File: config.mk
export PLATFORM = sky130hd
export DESIGN_NAME = iobus_uart
export DESIGN_NICKNAME = d
export VERILOG_FILES = /design/src/rtl/iobus_uart_pkg.sv /design/src/rtl/iobus_uart_sync_fifo.sv /design/src/rtl/iobus_uart.sv
export SDC_FILE = /design/constraint.sdc
export NUM_CORES = 1
export LEC_CHECK = 0
export ABC_AREA = 1
export BUFFER_PORTS_ARGS = -buffer_cell sky130_fd_sc_hd__buf_2
export CAP_MARGIN = 20
export CORE_MARGIN = 2
export CORE_UTILIZATION = 45
export CTS_BUF_LIST = sky130_fd_sc_hd__clkbuf_2
export DETAILED_ROUTE_END_ITERATION = 12
export GPL_ROUTABILITY_DRIVEN = 1
export HOLD_SLACK_MARGIN = 0.02
export SYNTH_ARGS = -nofsm -noshare
export SYNTH_HDL_FRONTEND = slang
export SYNTH_SLANG_ARGS = --single-unit
File: constraint.sdc
create_clock -name io_clk -period 4.9 [get_ports io_clk]
set_clock_uncertainty 0.2 [all_clocks]
set_input_delay 0.98 -clock io_clk [delete_from_list [all_inputs] [get_ports io_clk]]
set_output_delay 0.98 -clock io_clk [all_outputs]
set_load 0.1 [all_outputs]
File: src/rtl/iobus_uart_pkg.sv
// Shared definitions for the iobus_uart slave: register offsets, STATUS bit
// positions, FSM state encodings and the divisor floor.
package iobus_uart_pkg;

  localparam logic [11:0] OFS_DATA   = 12'h000;
  localparam logic [11:0] OFS_STATUS = 12'h004;
  localparam logic [11:0] OFS_BAUD   = 12'h008;
  localparam logic [11:0] OFS_RXDATA = 12'h00C;

  localparam int ST_BUSY    = 0;
  localparam int ST_FULL    = 1;
  localparam int ST_EMPTY   = 2;
  localparam int ST_OVF     = 3;
  localparam int ST_RXV     = 4;
  localparam int ST_RXOVR   = 5;
  localparam int ST_LVL_LSB = 8;

  localparam logic [15:0] MIN_DIV = 16'd4;

  typedef enum logic [1:0] {TX_IDLE, TX_START, TX_DATA, TX_STOP} tx_state_e;
  typedef enum logic [1:0] {RX_IDLE, RX_START, RX_DATA, RX_STOP} rx_state_e;

  // Divisors below MIN_DIV would leave no room for mid-bit sampling.
  function automatic logic [15:0] eff_div(input logic [15:0] baud);
    return (baud < MIN_DIV) ? MIN_DIV : baud;
  endfunction

endpackage

File: src/rtl/iobus_uart_sync_fifo.sv
// Synchronous FIFO with first-word fall-through read port; a push is accepted
// when full only if a pop happens in the same cycle.
module sync_fifo #(
  parameter  int DATA_W = 8,
  parameter  int DEPTH  = 16,
  localparam int AW     = $clog2(DEPTH)
) (
  input  logic              clk_i,
  input  logic              rst_i,
  input  logic              push_i,
  input  logic              pop_i,
  input  logic [DATA_W-1:0] din_i,
  output logic [DATA_W-1:0] dout_o,
  output logic              full_o,
  output logic              empty_o,
  output logic [AW:0]       level_o
);

  logic [DATA_W-1:0] mem_q [DEPTH];
  logic [AW-1:0]     wr_ptr_q;
  logic [AW-1:0]     rd_ptr_q;
  logic [AW:0]       level_q;
  logic              do_push;
  logic              do_pop;

  assign full_o  = (level_q == (AW+1)'(DEPTH));
  assign empty_o = (level_q == '0);
  assign level_o = level_q;
  assign dout_o  = mem_q[rd_ptr_q];

  assign do_pop  = pop_i && !empty_o;
  assign do_push = push_i && (!full_o || do_pop);

  always_ff @(posedge clk_i) begin
    if (rst_i) begin
      wr_ptr_q <= '0;
      rd_ptr_q <= '0;
      level_q  <= '0;
    end else begin
      if (do_push) wr_ptr_q <= wr_ptr_q + AW'(1);
      if (do_pop)  rd_ptr_q <= rd_ptr_q + AW'(1);
      level_q <= level_q + (AW+1)'(do_push) - (AW+1)'(do_pop);
    end
  end

  always_ff @(posedge clk_i) begin
    if (do_push) mem_q[wr_ptr_q] <= din_i;
  end

endmodule

File: src/rtl/iobus_uart.sv
// MicroBlaze MCS IO-bus 8N1 UART slave with a buffered transmitter.
// Optional receiver compiled in with IOBUS_UART_RX_EN.
module iobus_uart
  import iobus_uart_pkg::*;
#(
  parameter logic [31:0] BASE_ADDRESS = 32'hC0003000,
  parameter int          FIFO_DEPTH   = 16,
  parameter logic [15:0] CLK_DIV      = 16'd434
) (
  input  logic        io_clk,
  input  logic        io_rst,
  input  logic        io_addr_strobe,
  input  logic        io_read_strobe,
  input  logic        io_write_strobe,
  input  logic [31:0] io_address,
  input  logic [3:0]  io_byte_enable,
  input  logic [31:0] io_write_data,
  output logic [31:0] io_read_data,
  output logic        io_ready,
  output logic        uart_tx
`ifdef IOBUS_UART_RX_EN
  ,input  logic       uart_rx
`endif
);

  localparam int LVL_W = $clog2(FIFO_DEPTH) + 1;

  logic             hit, wr, rd, push, pop, ovf_set;
  logic [11:0]      offs;
  logic             ready_q, ovf_q, tx_q;
  logic [31:0]      rdata_q, rdata_d, status;
  logic [15:0]      baud_q, eff, cnt_q;
  logic [7:0]       shift_q;
  logic [2:0]       idx_q;
  tx_state_e        tx_state_q;
  logic [7:0]       fifo_dout;
  logic             fifo_full, fifo_empty;
  logic [LVL_W-1:0] fifo_level;
  logic             rx_valid, rx_overrun;
  logic [7:0]       rx_data;
  logic             unused_ok;

  assign unused_ok = ^{io_write_data[31:16], io_byte_enable[3:2]};

  assign hit  = io_addr_strobe && (io_address[31:12] == BASE_ADDRESS[31:12]);
  assign wr   = hit && io_write_strobe;
  assign rd   = hit && io_read_strobe;
  assign offs = io_address[11:0];
  assign eff  = eff_div(baud_q);

  assign push    = wr && (offs == OFS_DATA) && io_byte_enable[0];
  // The shifter pops in IDLE or at the very end of STOP so frames chain without a gap.
  assign pop     = !fifo_empty &&
                   ((tx_state_q == TX_IDLE) || ((tx_state_q == TX_STOP) && (cnt_q == '0)));
  assign ovf_set = push && fifo_full && !pop;

  sync_fifo #(.DATA_W(8), .DEPTH(FIFO_DEPTH)) u_txfifo (
    .clk_i   (io_clk),
    .rst_i   (io_rst),
    .push_i  (push),
    .pop_i   (pop),
    .din_i   (io_write_data[7:0]),
    .dout_o  (fifo_dout),
    .full_o  (fifo_full),
    .empty_o (fifo_empty),
    .level_o (fifo_level)
  );

  always_comb begin
    status               = '0;
    status[ST_BUSY]      = (tx_state_q != TX_IDLE);
    status[ST_FULL]      = fifo_full;
    status[ST_EMPTY]     = fifo_empty;
    status[ST_OVF]       = ovf_q;
    status[ST_RXV]       = rx_valid;
    status[ST_RXOVR]     = rx_overrun;
    status[ST_LVL_LSB +: 8] = 8'(fifo_level);
  end

  always_comb begin
    rdata_d = '0;
    case (offs)
      OFS_STATUS: rdata_d = status;
      OFS_BAUD:   rdata_d = {16'h0000, baud_q};
      OFS_RXDATA: rdata_d = {24'h000000, rx_data};
      default:    rdata_d = '0;
    endcase
  end

  // Bus response and register file
  always_ff @(posedge io_clk) begin
    if (io_rst) begin
      ready_q <= 1'b0;
      rdata_q <= '0;
      baud_q  <= CLK_DIV;
      ovf_q   <= 1'b0;
    end else begin
      ready_q <= hit;
      rdata_q <= rd ? rdata_d : '0;
      if (wr && (offs == OFS_BAUD)) begin
        if (io_byte_enable[0]) baud_q[7:0]  <= io_write_data[7:0];
        if (io_byte_enable[1]) baud_q[15:8] <= io_write_data[15:8];
      end
      if (ovf_set)
        ovf_q <= 1'b1;
      else if (rd && (offs == OFS_STATUS))
        ovf_q <= 1'b0;
    end
  end

  assign io_ready     = ready_q;
  assign io_read_data = rdata_q;
  assign uart_tx      = tx_q;

  // Transmit shifter
  always_ff @(posedge io_clk) begin
    if (io_rst) begin
      tx_state_q <= TX_IDLE;
      tx_q       <= 1'b1;
      cnt_q      <= '0;
      idx_q      <= '0;
    end else begin
      case (tx_state_q)
        TX_IDLE: begin
          if (pop) begin
            shift_q    <= fifo_dout;
            tx_q       <= 1'b0;
            cnt_q      <= eff - 16'd1;
            tx_state_q <= TX_START;
          end
        end
        TX_START: begin
          if (cnt_q == '0) begin
            tx_q       <= shift_q[0];
            shift_q    <= shift_q >> 1;
            idx_q      <= '0;
            cnt_q      <= eff - 16'd1;
            tx_state_q <= TX_DATA;
          end else begin
            cnt_q <= cnt_q - 16'd1;
          end
        end
        TX_DATA: begin
          if (cnt_q == '0) begin
            cnt_q <= eff - 16'd1;
            if (idx_q == 3'd7) begin
              tx_q       <= 1'b1;
              tx_state_q <= TX_STOP;
            end else begin
              tx_q    <= shift_q[0];
              shift_q <= shift_q >> 1;
              idx_q   <= idx_q + 3'd1;
            end
          end else begin
            cnt_q <= cnt_q - 16'd1;
          end
        end
        TX_STOP: begin
          if (cnt_q == '0) begin
            if (pop) begin
              shift_q    <= fifo_dout;
              tx_q       <= 1'b0;
              cnt_q      <= eff - 16'd1;
              tx_state_q <= TX_START;
            end else begin
              tx_state_q <= TX_IDLE;
            end
          end else begin
            cnt_q <= cnt_q - 16'd1;
          end
        end
        default: tx_state_q <= TX_IDLE;
      endcase
    end
  end

`ifdef IOBUS_UART_RX_EN
  logic        rx_meta_q, rx_sync_q, rx_valid_q, rx_ovr_q;
  logic [7:0]  rx_data_q, rx_shift_q;
  logic [15:0] rx_cnt_q;
  logic [2:0]  rx_idx_q;
  rx_state_e   rx_state_q;

  assign rx_valid   = rx_valid_q;
  assign rx_overrun = rx_ovr_q;
  assign rx_data    = rx_data_q;

  // Receiver: half-bit wait after the falling edge, then full-bit steps land mid-bit
  always_ff @(posedge io_clk) begin
    if (io_rst) begin
      rx_meta_q  <= 1'b1;
      rx_sync_q  <= 1'b1;
      rx_valid_q <= 1'b0;
      rx_ovr_q   <= 1'b0;
      rx_cnt_q   <= '0;
      rx_idx_q   <= '0;
      rx_state_q <= RX_IDLE;
    end else begin
      rx_meta_q <= uart_rx;
      rx_sync_q <= rx_meta_q;
      if (rd && (offs == OFS_STATUS)) rx_ovr_q   <= 1'b0;
      if (rd && (offs == OFS_RXDATA)) rx_valid_q <= 1'b0;
      case (rx_state_q)
        RX_IDLE: begin
          if (!rx_sync_q) begin
            rx_cnt_q   <= (eff >> 1) - 16'd1;
            rx_state_q <= RX_START;
          end
        end
        RX_START: begin
          if (rx_cnt_q == '0) begin
            rx_cnt_q   <= eff - 16'd1;
            rx_idx_q   <= '0;
            rx_state_q <= rx_sync_q ? RX_IDLE : RX_DATA;
          end else begin
            rx_cnt_q <= rx_cnt_q - 16'd1;
          end
        end
        RX_DATA: begin
          if (rx_cnt_q == '0) begin
            rx_shift_q <= {rx_sync_q, rx_shift_q[7:1]};
            rx_cnt_q   <= eff - 16'd1;
            if (rx_idx_q == 3'd7) rx_state_q <= RX_STOP;
            else                  rx_idx_q   <= rx_idx_q + 3'd1;
          end else begin
            rx_cnt_q <= rx_cnt_q - 16'd1;
          end
        end
        RX_STOP: begin
          if (rx_cnt_q == '0) begin
            rx_state_q <= RX_IDLE;
            if (rx_sync_q) begin
              rx_data_q  <= rx_shift_q;
              rx_valid_q <= 1'b1;
              if (rx_valid_q) rx_ovr_q <= 1'b1;
            end
          end else begin
            rx_cnt_q <= rx_cnt_q - 16'd1;
          end
        end
        default: rx_state_q <= RX_IDLE;
      endcase
    end
  end
`else
  assign rx_valid   = 1'b0;
  assign rx_overrun = 1'b0;
  assign rx_data    = 8'h00;
`endif

endmodule
==> flow_summary.json <==
{
  "status": "completed",
  "cp_data_required_time_ps": 5440,
  "syn_area_mm2": 0.00992,
  "total_power_w": 0.00548,
  "cp-start-kind": "flip-flop",
  "clk_pin_slew_worst_paths_ps": 120,
  "fillers": 2132,
  "fp-row-count": 54,
  "drive_above_1_share": 0.162,
  "die_y_um": 152,
  "final_core_util": 0.502,
  "fin_tns_setup_ps": 0,
  "htree_num_levels": 2,
  "cts_inserted_buffers": 54,
  "clock_latency_ps": 840,
  "io_buffers": 72,
  "syn_inst": 1086,
  "ys_top_cells_by_area": "edfxtp_1 (41%), dfxtp_1 (15%), nand2_1 (7.1%), o21ai_0 (4.7%), nor2_1 (4.7%)",
  "ys_seq_area_frac": 0.559,
  "max_freq_ghz": 0.270,
  "grt-ovfl-total": 0,
  "p_leak_nw": 4.40,
  "yosysWarnings": 0,
  "pwr_density_cell_mw_per_mm2": 502,
  "rsz0062_at_grt": "false",
  "dieArea_mm2": 0.0232,
  "drc": 0,
  "drt_iter0_drc": 767,
  "rr_worst_depth": 14,
  "irDropWorstVdd_v": 0.000215,
  "clock-sinks": 209,
  "grt_pass1_wl_um": 38900,
  "die_w_um": 152,
  "cts.path.max_buffers": 3,
  "ys_ff_latch": 209,
  "post-route-min-period_ps": 3700,
  "clock-root-buffer": "clkbuf_2",
  "synth_most_common_cell": "nand2_1",
  "critPathKind": "reg2reg",
  "hold_viol": 0,
  "initial_core_util": 0.456,
  "period_share": 0.755,
  "wl_per_cell_um": 16.4,
  "hp-class": "in2reg",
  "hold_buffers": 0,
  "crit_arrival_ps": 4240,
  "core_mm2": 0.0218,
  "async_flop_share": 0,
  "reg2reg_slack_ps": 1200,
  "synth_top_area_frac": 0.412,
  "ys.flop_type": "edfxtp_1",
  "holdPathStages": 3,
  "first_pass_iters": 5,
  "min-delay-start": "io_write_data[12]",
  "ant_nets": 0,
  "yosysTopAreaCell": "edfxtp_1",
  "antenna_found_initial": 1,
  "grt_max_degree": 66,
  "dpl_cell_area_mm2": 0.0104,
  "stdcell_area_mm2": 0.0109,
  "worst_pin_slew_ps": 1080,
  "endpoint_kind": "flip-flop",
  "crit_fanout": 24,
  "grt_use_total": 0.209,
  "synth_common_cells": "nand2_1 (188), edfxtp_1 (136), nor2_1 (124), inv_1 (94), o21ai_0 (93)",
  "grt_pass1_vias": 7352,
  "timing.slew.headroom": 0.280,
  "area_delta_synth_final_pct": 10.2,
  "setup_violations": 0,
  "place.gp.congestion": 0.862,
  "wirelength_um": 24500,
  "ys_types": 50,
  "final_max_slew_viol_count": 0,
  "ios": 107,
  "synth-edff-count": 136,
  "max_cap_violations": 0,
  "r2r_start": "tx_state_q[0]",
  "num-nets-final": 1276,
  "cts_post_setup_buffers_inserted": 0,
  "critPathLaunch": "tx_state_q[0]",
  "via_count": 7909,
  "dp_hpwl_um": 15900,
  "r2r-end": "u_txfifo.level_o[4]",
  "viasPerCell": 5.28,
  "worstHoldEndpoint": "baud_q[12]",
  "cts_resized": 0,
  "postSynthAreaPerCell_um2": 9.13,
  "cts_tree": "done"
}
[sequential cells by signal (all words and copies together), names as in the netlist, named ones only]
signal and cells:
u_txfifo.mem_q 128, shift_q 8, idx_q 3, cnt_q 16
baud_q 16, io_ready 1, uart_tx 1, u_txfifo.level_o 5
u_txfifo.wr_ptr_q 4, u_txfifo.rd_ptr_q 4, io_read_data 16, ovf_q 1
tx_state_q 2
[worst max-delay path, stage by stage, from the launching register on]
cell and delay [ps]:
dfxtp_1 420, ha_1 630, inv_1 320, o21ai_4 270, nand2_4 220, inv_4 330
ha_1 170, inv_1 30, ha_1 200, fa_1 410, nand2_1 80, a21oi_1 60
nor2_1 110, o21ai_0 80, a21oi_1 120
[worst max-delay path by stage]
stage | end | slack, ps | depth (start not counted)
floorplan | u_txfifo.level_o[4] | 1850 | 14
global placement | u_txfifo.mem_q[2][4] | 1170 | 10
detailed placement | u_txfifo.mem_q[4][5] | 1130 | 10
CTS | u_txfifo.level_o[4] | 1240 | 14
global route | u_txfifo.level_o[4] | 910 | 14
finish | u_txfifo.level_o[4] | 1200 | 14
[cell usage in the layout (no fill, tap or decap), drive strengths merged, types with 26 or more instances in the layout]
| cell | Yosys | routed |
|---|---|---|
| clkbuf | 26 | 79 |
| edfxtp | 136 | 136 |
| dfxtp | 73 | 73 |
| nor2 | 130 | 130 |
| o21ai | 101 | 101 |
| buf | 31 | 82 |
| nand3 | 93 | 93 |
| a21oi | 73 | 73 |
| inv | 103 | 104 |
| nand2 | 192 | 192 |
| o22ai | 26 | 26 |
[cell type report]
class | instances | area, µm² | share of cell area
Clock buffer | 79 | 395 | 0.0362
Antenna cell | 1 | 2.50 | 0.000229
Multi-Input combinational cell | 729 | 3710 | 0.340
Tap cell | 280 | 350 | 0.0321
Clock inverter | 13 | 82.6 | 0.00756
Inverter | 106 | 402 | 0.0368
Sequential cell | 209 | 5550 | 0.508
Timing Repair Buffer | 82 | 435 | 0.0399
[where the power goes]
part,switching [W],total (W),internal (W)
registers,0.000105,0.00214,0.00203
clock network,0.000704,0.00119,0.000482
logic,0.00149,0.00216,0.000668
total,0.00230,0.00548,0.00318
[cell families after synthesis]
logic type               count (synthesis)  synth area share
XOR/XNOR                                12            0.0106
adder cells (fa/ha/maj)                 21            0.0273
AO/OA/AOI/OAI                          229             0.130
flip-flops                             209             0.559
buffers and inverters                  163            0.0724
AND/OR/NAND/NOR                        451             0.200
other                                    1          0.000378
[routing by layer]
metal | global-route usage | wire, µm | vias up
met1 | 0.307 | 11600 | 3626
met3 | 0.0432 | 1880 | 34
met2 | 0.313 | 10600 | 307
met5 | 0 | 0 | -
li1 | - | - | 3942
met4 | 0.0657 | 431 | 0
[stage by stage]
| stage | setup WS [ps] | hold WS (ps) | instances |
|---|---|---|---|
| after floorplan | 1850 | 235 | 1101 |
| after global placement | 1170 | 247 | 1406 |
| after detailed placement | 1130 | 253 | 1406 |
| after CTS | 1240 | 163 | 1498 |
| after global routing | 912 | 178 | 1499 |
| final | 1200 | 238 | 1499 |
Power figures use the tool's default switching activity.
